`config.mk`:
```
export PLATFORM = sky130hd
export DESIGN_NAME = branch_pc_unit
export DESIGN_NICKNAME = d
export VERILOG_FILES = /design/src/rtl/branch_pc_unit_pkg.sv /design/src/rtl/branch_cond.sv /design/src/rtl/branch_pc_unit.sv
export SDC_FILE = /design/constraint.sdc
export NUM_CORES = 1
export LEC_CHECK = 0
export ABC_AREA = 1
export CAP_MARGIN = 20
export CORE_MARGIN = 8
export CORE_UTILIZATION = 50
export CTS_BUF_LIST = sky130_fd_sc_hd__clkbuf_4 sky130_fd_sc_hd__clkbuf_8
export DETAILED_ROUTE_END_ITERATION = 7
export DONT_BUFFER_PORTS = 1
export HOLD_SLACK_MARGIN = 0.15
export SLEW_MARGIN = 20
export SYNTH_ARGS = -nofsm -noshare
export SYNTH_HDL_FRONTEND = slang
export SYNTH_SLANG_ARGS = --single-unit
export TNS_END_PERCENT = 50
```
`constraint.sdc`:
```
create_clock -name clk -period 3.4 [get_ports clk]
set_clock_uncertainty 0.05 [all_clocks]
set_input_delay 0.85 -clock clk [delete_from_list [all_inputs] [get_ports clk]]
set_output_delay 0.85 -clock clk [all_outputs]
set_load 0.01 [all_outputs]
```
`src/rtl/branch_pc_unit_pkg.sv`:
```
// Shared miniRISC definitions: branch opcodes seen by the decoder and the PC unit state set.
// Also holds the sequential-PC helper used wherever pc+step is formed.
package branch_pc_unit_pkg;

   localparam int unsigned XLEN = 32;

   typedef enum logic [3:0] {
      BrNone = 4'd0,
      BrBr   = 4'd1,
      BrBltz = 4'd2,
      BrBz   = 4'd3,
      BrBnz  = 4'd4,
      BrB    = 4'd5,
      BrBl   = 4'd6,
      BrBcy  = 4'd7,
      BrBncy = 4'd8,
      BrHalt = 4'd9
   } br_op_e;

   typedef enum logic {
      StRun    = 1'b0,
      StHalted = 1'b1
   } pc_state_e;

   function automatic logic [XLEN-1:0] seq_pc(input logic [XLEN-1:0] pc,
                                              input logic [XLEN-1:0] step);
      return pc + step;
   endfunction

endpackage

```
`src/rtl/branch_cond.sv`:
```
// Branch condition evaluator: decides whether the current br_op redirects the PC.
// Purely combinational; unknown and non-branch opcodes never take.
module branch_cond
   import branch_pc_unit_pkg::*;
(
   input  logic [3:0] br_op,
   input  logic       alu_sign,
   input  logic       alu_zero,
   input  logic       carry_flag,
   output logic       take
);

   always_comb begin
      take = 1'b0;
      case (br_op)
         BrBr, BrB, BrBl: take = 1'b1;
         BrBltz:          take = alu_sign;
         BrBz:            take = alu_zero;
         BrBnz:           take = ~alu_zero;
         BrBcy:           take = carry_flag;
         BrBncy:          take = ~carry_flag;
         default:         take = 1'b0;
      endcase
   end

endmodule

```
`src/rtl/branch_pc_unit.sv`:
```
// Program counter and branch resolution for miniRISC: sequential advance, redirects,
// BL link capture, carry flag and the RUN/HALTED state. All outputs come from flops.
module branch_pc_unit
   import branch_pc_unit_pkg::*;
#(
   parameter logic [31:0] PC_RESET = 32'd0,
   parameter logic [31:0] PC_STEP  = 32'd1
) (
   input  logic        clk,
   input  logic        rst_n,
   input  logic        en,
   input  logic [3:0]  br_op,
   input  logic [31:0] alu_result,
   input  logic        alu_sign,
   input  logic        alu_zero,
   input  logic        alu_carry,
   input  logic        carry_we,
   input  logic [31:0] offset,
   output logic [31:0] pc,
   output logic [31:0] link_addr,
   output logic        link_we,
   output logic        taken,
   output logic        flush,
   output logic        carry_flag,
   output logic        halted
);

   pc_state_e   state_q;
   logic [31:0] pc_q;
   logic [31:0] link_addr_q;
   logic        carry_q;
   logic        link_we_q;
   logic        taken_q;

   logic        br_take;
   logic        is_bl;
   logic        is_halt;
   logic        advance;
   logic [31:0] pc_seq;
   logic [31:0] pc_tgt;

   branch_cond u_branch_cond (
      .br_op      (br_op),
      .alu_sign   (alu_sign),
      .alu_zero   (alu_zero),
      .carry_flag (carry_q),
      .take       (br_take)
   );

   always_comb begin
      is_bl   = (br_op == BrBl);
      is_halt = (br_op == BrHalt);
      advance = en && (state_q == StRun);
      pc_seq  = seq_pc(pc_q, PC_STEP);
      pc_tgt  = (br_op == BrBr) ? alu_result : (pc_seq + offset);
   end

   // carry_q feeds branch_cond before this edge, so a same-cycle carry_we only affects later BCY/BNCY.
   always_ff @(posedge clk or negedge rst_n) begin
      if (!rst_n) begin
         state_q     <= StRun;
         pc_q        <= PC_RESET;
         link_addr_q <= 32'd0;
         carry_q     <= 1'b0;
         link_we_q   <= 1'b0;
         taken_q     <= 1'b0;
      end else begin
         link_we_q <= 1'b0;
         taken_q   <= 1'b0;
         if (advance) begin
            taken_q   <= br_take;
            link_we_q <= is_bl;
            if (carry_we) begin
               carry_q <= alu_carry;
            end
            if (is_bl) begin
               link_addr_q <= pc_seq;
            end
            // HALT parks the PC on the halting instruction.
            if (is_halt) begin
               state_q <= StHalted;
            end else begin
               pc_q <= br_take ? pc_tgt : pc_seq;
            end
         end
      end
   end

   assign pc         = pc_q;
   assign link_addr  = link_addr_q;
   assign link_we    = link_we_q;
   assign taken      = taken_q;
   assign flush      = taken_q;
   assign carry_flag = carry_q;
   assign halted     = (state_q == StHalted);

endmodule

```
==> impl_metrics.json <==
{
  "status": "completed",
  "p_int_mw": 3.10,
  "numCtsBuffers": 9,
  "antenna_found_initial": 0,
  "core_area_um2": 12100,
  "fmaxAchievable_mhz": 309,
  "pin_count": 144,
  "die_h_um": 127,
  "p_sw_share_pct": 54.5,
  "place_area_um2": 6720,
  "wire_per_inst_um": 18.4,
  "remaining_drc_errors": 0,
  "die_w_um": 127,
  "hold_path_class": "input pin to asynchronous set/reset pin",
  "grt_overflow": 0,
  "grt_use_total_pct": 26.9,
  "cts_tree": "built",
  "drt-initial-drc-count": 756,
  "drt_wl_total_um": 22500,
  "hold_ws_ns": 0.306,
  "syn_to_final_growth_pct": 14.7,
  "critPathCaptureType": "register",
  "cts_root_buffer": "clkbuf_8",
  "synth-edff-count": 0,
  "rsz0062_at_grt": "true",
  "grt_max_degree": 69,
  "setup_ws_ns": 0.163,
  "grt_use_met1_pct": 36.4,
  "cp_num_buf_inv": 2,
  "criticalPathCategory": "register to register",
  "grt_pass1_wl_um": 34000,
  "slew_headroom_pct": 51.8,
  "clk_latency_ns": 0.35,
  "cts.htree.levels": 3,
  "arrival_ns": 3.42,
  "pwr-share-clk_pct": 8.7,
  "cpMostUsedCell": "nand2_1",
  "finish.instance_area_um2": 7130,
  "final-hold-violation-count": 0,
  "drv_cap": 0,
  "pre_cts_ws_ns": 0.0248,
  "post-route-period-util_pct": 95.2,
  "synthFlopType": "dfrtp_1",
  "cpMaxStageDelayCell": "dfrtp_1",
  "path_cells": "nand2_2 -> nor2_2 -> nand3_2 -> buf_4 -> or2_1 -> xor2_1 -> inv_1 -> ha_1 -> nand2_1 -> nor2_2 -> nand2_1 -> nor2_1 -> nand2_2 -> nand2_1 -> nand2_1 -> nand3_1 -> nand2_1 -> nand2_1 -> nand2_1",
  "async_reset_ff_share_pct": 100,
  "p_leak_nw": 3.71,
  "critPathMaxStageDelay_ns": 0.46,
  "path_clk_slew_ns": 0.07,
  "num_vias": 6765,
  "placementRows": 40,
  "maxSlewViolCount": 0,
  "pwr-share-seq_pct": 25.7,
  "ir_drop_v": 0.000645,
  "tightest_slew_ns": 0.722,
  "setup-violations-final": 0,
  "vias_per_cell": 5.54,
  "grt_pass1_vias": 6279,
  "power_frac_comb_pct": 65.6,
  "drtAntennaViolNets": 0,
  "worst-path-max-fanout": 5,
  "clk_path_buf_depth": 2,
  "ys_seq_area_share_pct": 27.4,
  "met2_usage_pct": 40.9,
  "port_buffers": 0,
  "fin_crit_ns": 3.24,
  "power.total_mw": 6.81,
  "clock-sinks": 68,
  "critPathTopFamily": "simple AND/OR/NAND/NOR gates",
  "gp_congestion": 0.975,
  "nets": 1164,
  "synth_area_um2": 6210,
  "r2r_slack_ns": 0.16,
  "start_kind": "register",
  "antennaDiodeCount": 0,
  "drive_above_1_share_pct": 13.5,
  "power.switching_mw": 3.71,
  "dieArea_um2": 16300,
  "worst-endpoint-required_ns": 3.59,
  "firstDrtPassIters": 6,
  "synth_cells": 1006,
  "syn-num-nets": 1121,
  "yosys_warnings": 0,
  "start_util_pct": 51.5,
  "ys_ff_latch": 68,
  "dp_hpwl_um": 18400,
  "synth_cell_types": 34,
  "grt_use_met3_pct": 7.49,
  "syn_avg_cell_area_um2": 6.18,
  "fin_util_pct": 59.1,
  "power_density_nw_per_um2": 955,
  "top_usage_layer": "met2"
}
==> per-stage QoR <==
stage               TNS, ns  std cells
finish                    0       1221
CTS                       0       1220
global placement          0       1204
global route         -0.200       1221
floorplan                 0       1006
detailed placement        0       1204
==> worst register-to-register path, delay by kind of cell, from the launching register on <==
kind	cells	cell delay, ns
AND/OR/NAND/NOR	15	1.76
flip-flops	1	0.46
adder cells (fa/ha/maj)	1	0.38
buffers and inverters	2	0.29
XOR/XNOR	1	0.19
==> power groups by stage <==
stage / combinational [mW] / clock, mW / sequential [mW]
after floorplan: 2.71 / 0 / 1.64
after global placement: 4.08 / 0 / 1.73
after detailed placement: 4.13 / 0 / 1.74
after CTS: 4.18 / 0.601 / 1.73
after global routing: 4.93 / 0.637 / 1.80
final: 4.47 / 0.591 / 1.75
==> cell usage in the layout, fill, tap and decap left out, types with 7 or more instances in the layout <==
| cell | count |
|---|---|
| o21ai_0 | 55 |
| dfrtp_2 | 7 |
| o211ai_1 | 7 |
| nand2_1 | 338 |
| clkbuf_8 | 10 |
| ha_1 | 34 |
| nor2_1 | 93 |
| o21bai_1 | 11 |
| a21oi_1 | 78 |
| xor2_1 | 14 |
| xnor2_1 | 9 |
| buf_4 | 55 |
| nand3_1 | 53 |
| inv_1 | 122 |
| nand2_2 | 12 |
| nand4_1 | 9 |
| nor2_2 | 15 |
| nor3_1 | 8 |
| dfrtp_1 | 61 |
==> registers in the layout, summed over array words and instances, names as in the netlist <==
| name | flops |
|---|---|
| pc | 32 |
| carry_flag | 1 |
| link_we | 1 |
| link_addr | 32 |
| halted | 1 |
| flush | 1 |
==> final timing paths <==
| check | startpoint | depth (start not counted) | endpoint |
|---|---|---|---|
| hold / removal | rst_n | 1 | pc[2]$_DFFE_PN0P_ |
| setup / recovery | pc[8]$_DFFE_PN0P_ | 19 | pc[29]$_DFFE_PN0P_ |
| hold reg to reg | link_addr[2]$_DFFE_PN0P_ | 2 | link_addr[2]$_DFFE_PN0P_ |
| setup reg to reg | pc[8]$_DFFE_PN0P_ | 19 | pc[29]$_DFFE_PN0P_ |
| max in group asynchronous | rst_n | 1 | pc[19]$_DFFE_PN0P_ |
| min in group clk | link_addr[2]$_DFFE_PN0P_ | 2 | link_addr[2]$_DFFE_PN0P_ |
==> timing repair <==
item | in CTS | in global routing
buffers inserted | 0 | 1
pin swaps | 0 | 3
hold endpoints to repair | 68 | 0
resized for setup | 1 | 56
hold buffers | 1 | 0
setup endpoints to repair | 1 | 21
==> logic make-up after synthesis <==
group,Yosys count,share of synthesized area [%]
and+or+nand+nor,545,35.7
AOI/OAI and AO/OA,171,14.7
buffers and inverters,152,9.70
DFF,68,27.4
adders and majority gates,40,8.17
xor gates and xnor gates,29,4.09
muxes,1,0.181
==> layout make-up <==
type,instances,area [µm²]
Multi-Input combinational cell,786,4100
Inverter,127,477
Timing Repair Buffer,57,460
Sequential cell,68,1710
Clock inverter,4,26.3
Fill cell,1210,4930
Tap cell,168,210
Clock buffer,11,145
==> metal layers <==
| metal | routed length (µm) | part of all wire (%) | vias to the layer above |
|---|---|---|---|
| met5 | 0 | 0 | - |
| met1 | 9710 | 43 | 3094 |
| met2 | 9840 | 44 | 338 |
| met3 | 2520 | 11 | 40 |
| met4 | 453 | 2.0 | 0 |
| li1 | - | - | 3293 |
==> synthesized netlist by cell type (all sizes together), types with 2 or more instances <==
cell | n | area, µm²
a21o | 3 | 22.5
a21oi | 83 | 415
a31oi | 5 | 31.3
buf | 11 | 70.1
clkbuf | 14 | 56.3
dfrtp | 68 | 1700
ha | 39 | 488
inv | 127 | 477
nand2 | 350 | 1330
nand3 | 54 | 270
nand3b | 2 | 15.0
nand4 | 9 | 56.3
nor2 | 112 | 450
nor3 | 11 | 55.1
o211ai | 7 | 52.6
o21ai | 61 | 305
o21bai | 11 | 82.6
or2 | 5 | 31.3
xnor2 | 10 | 87.6
xor2 | 19 | 166
(Power assumes the default switching activity.)
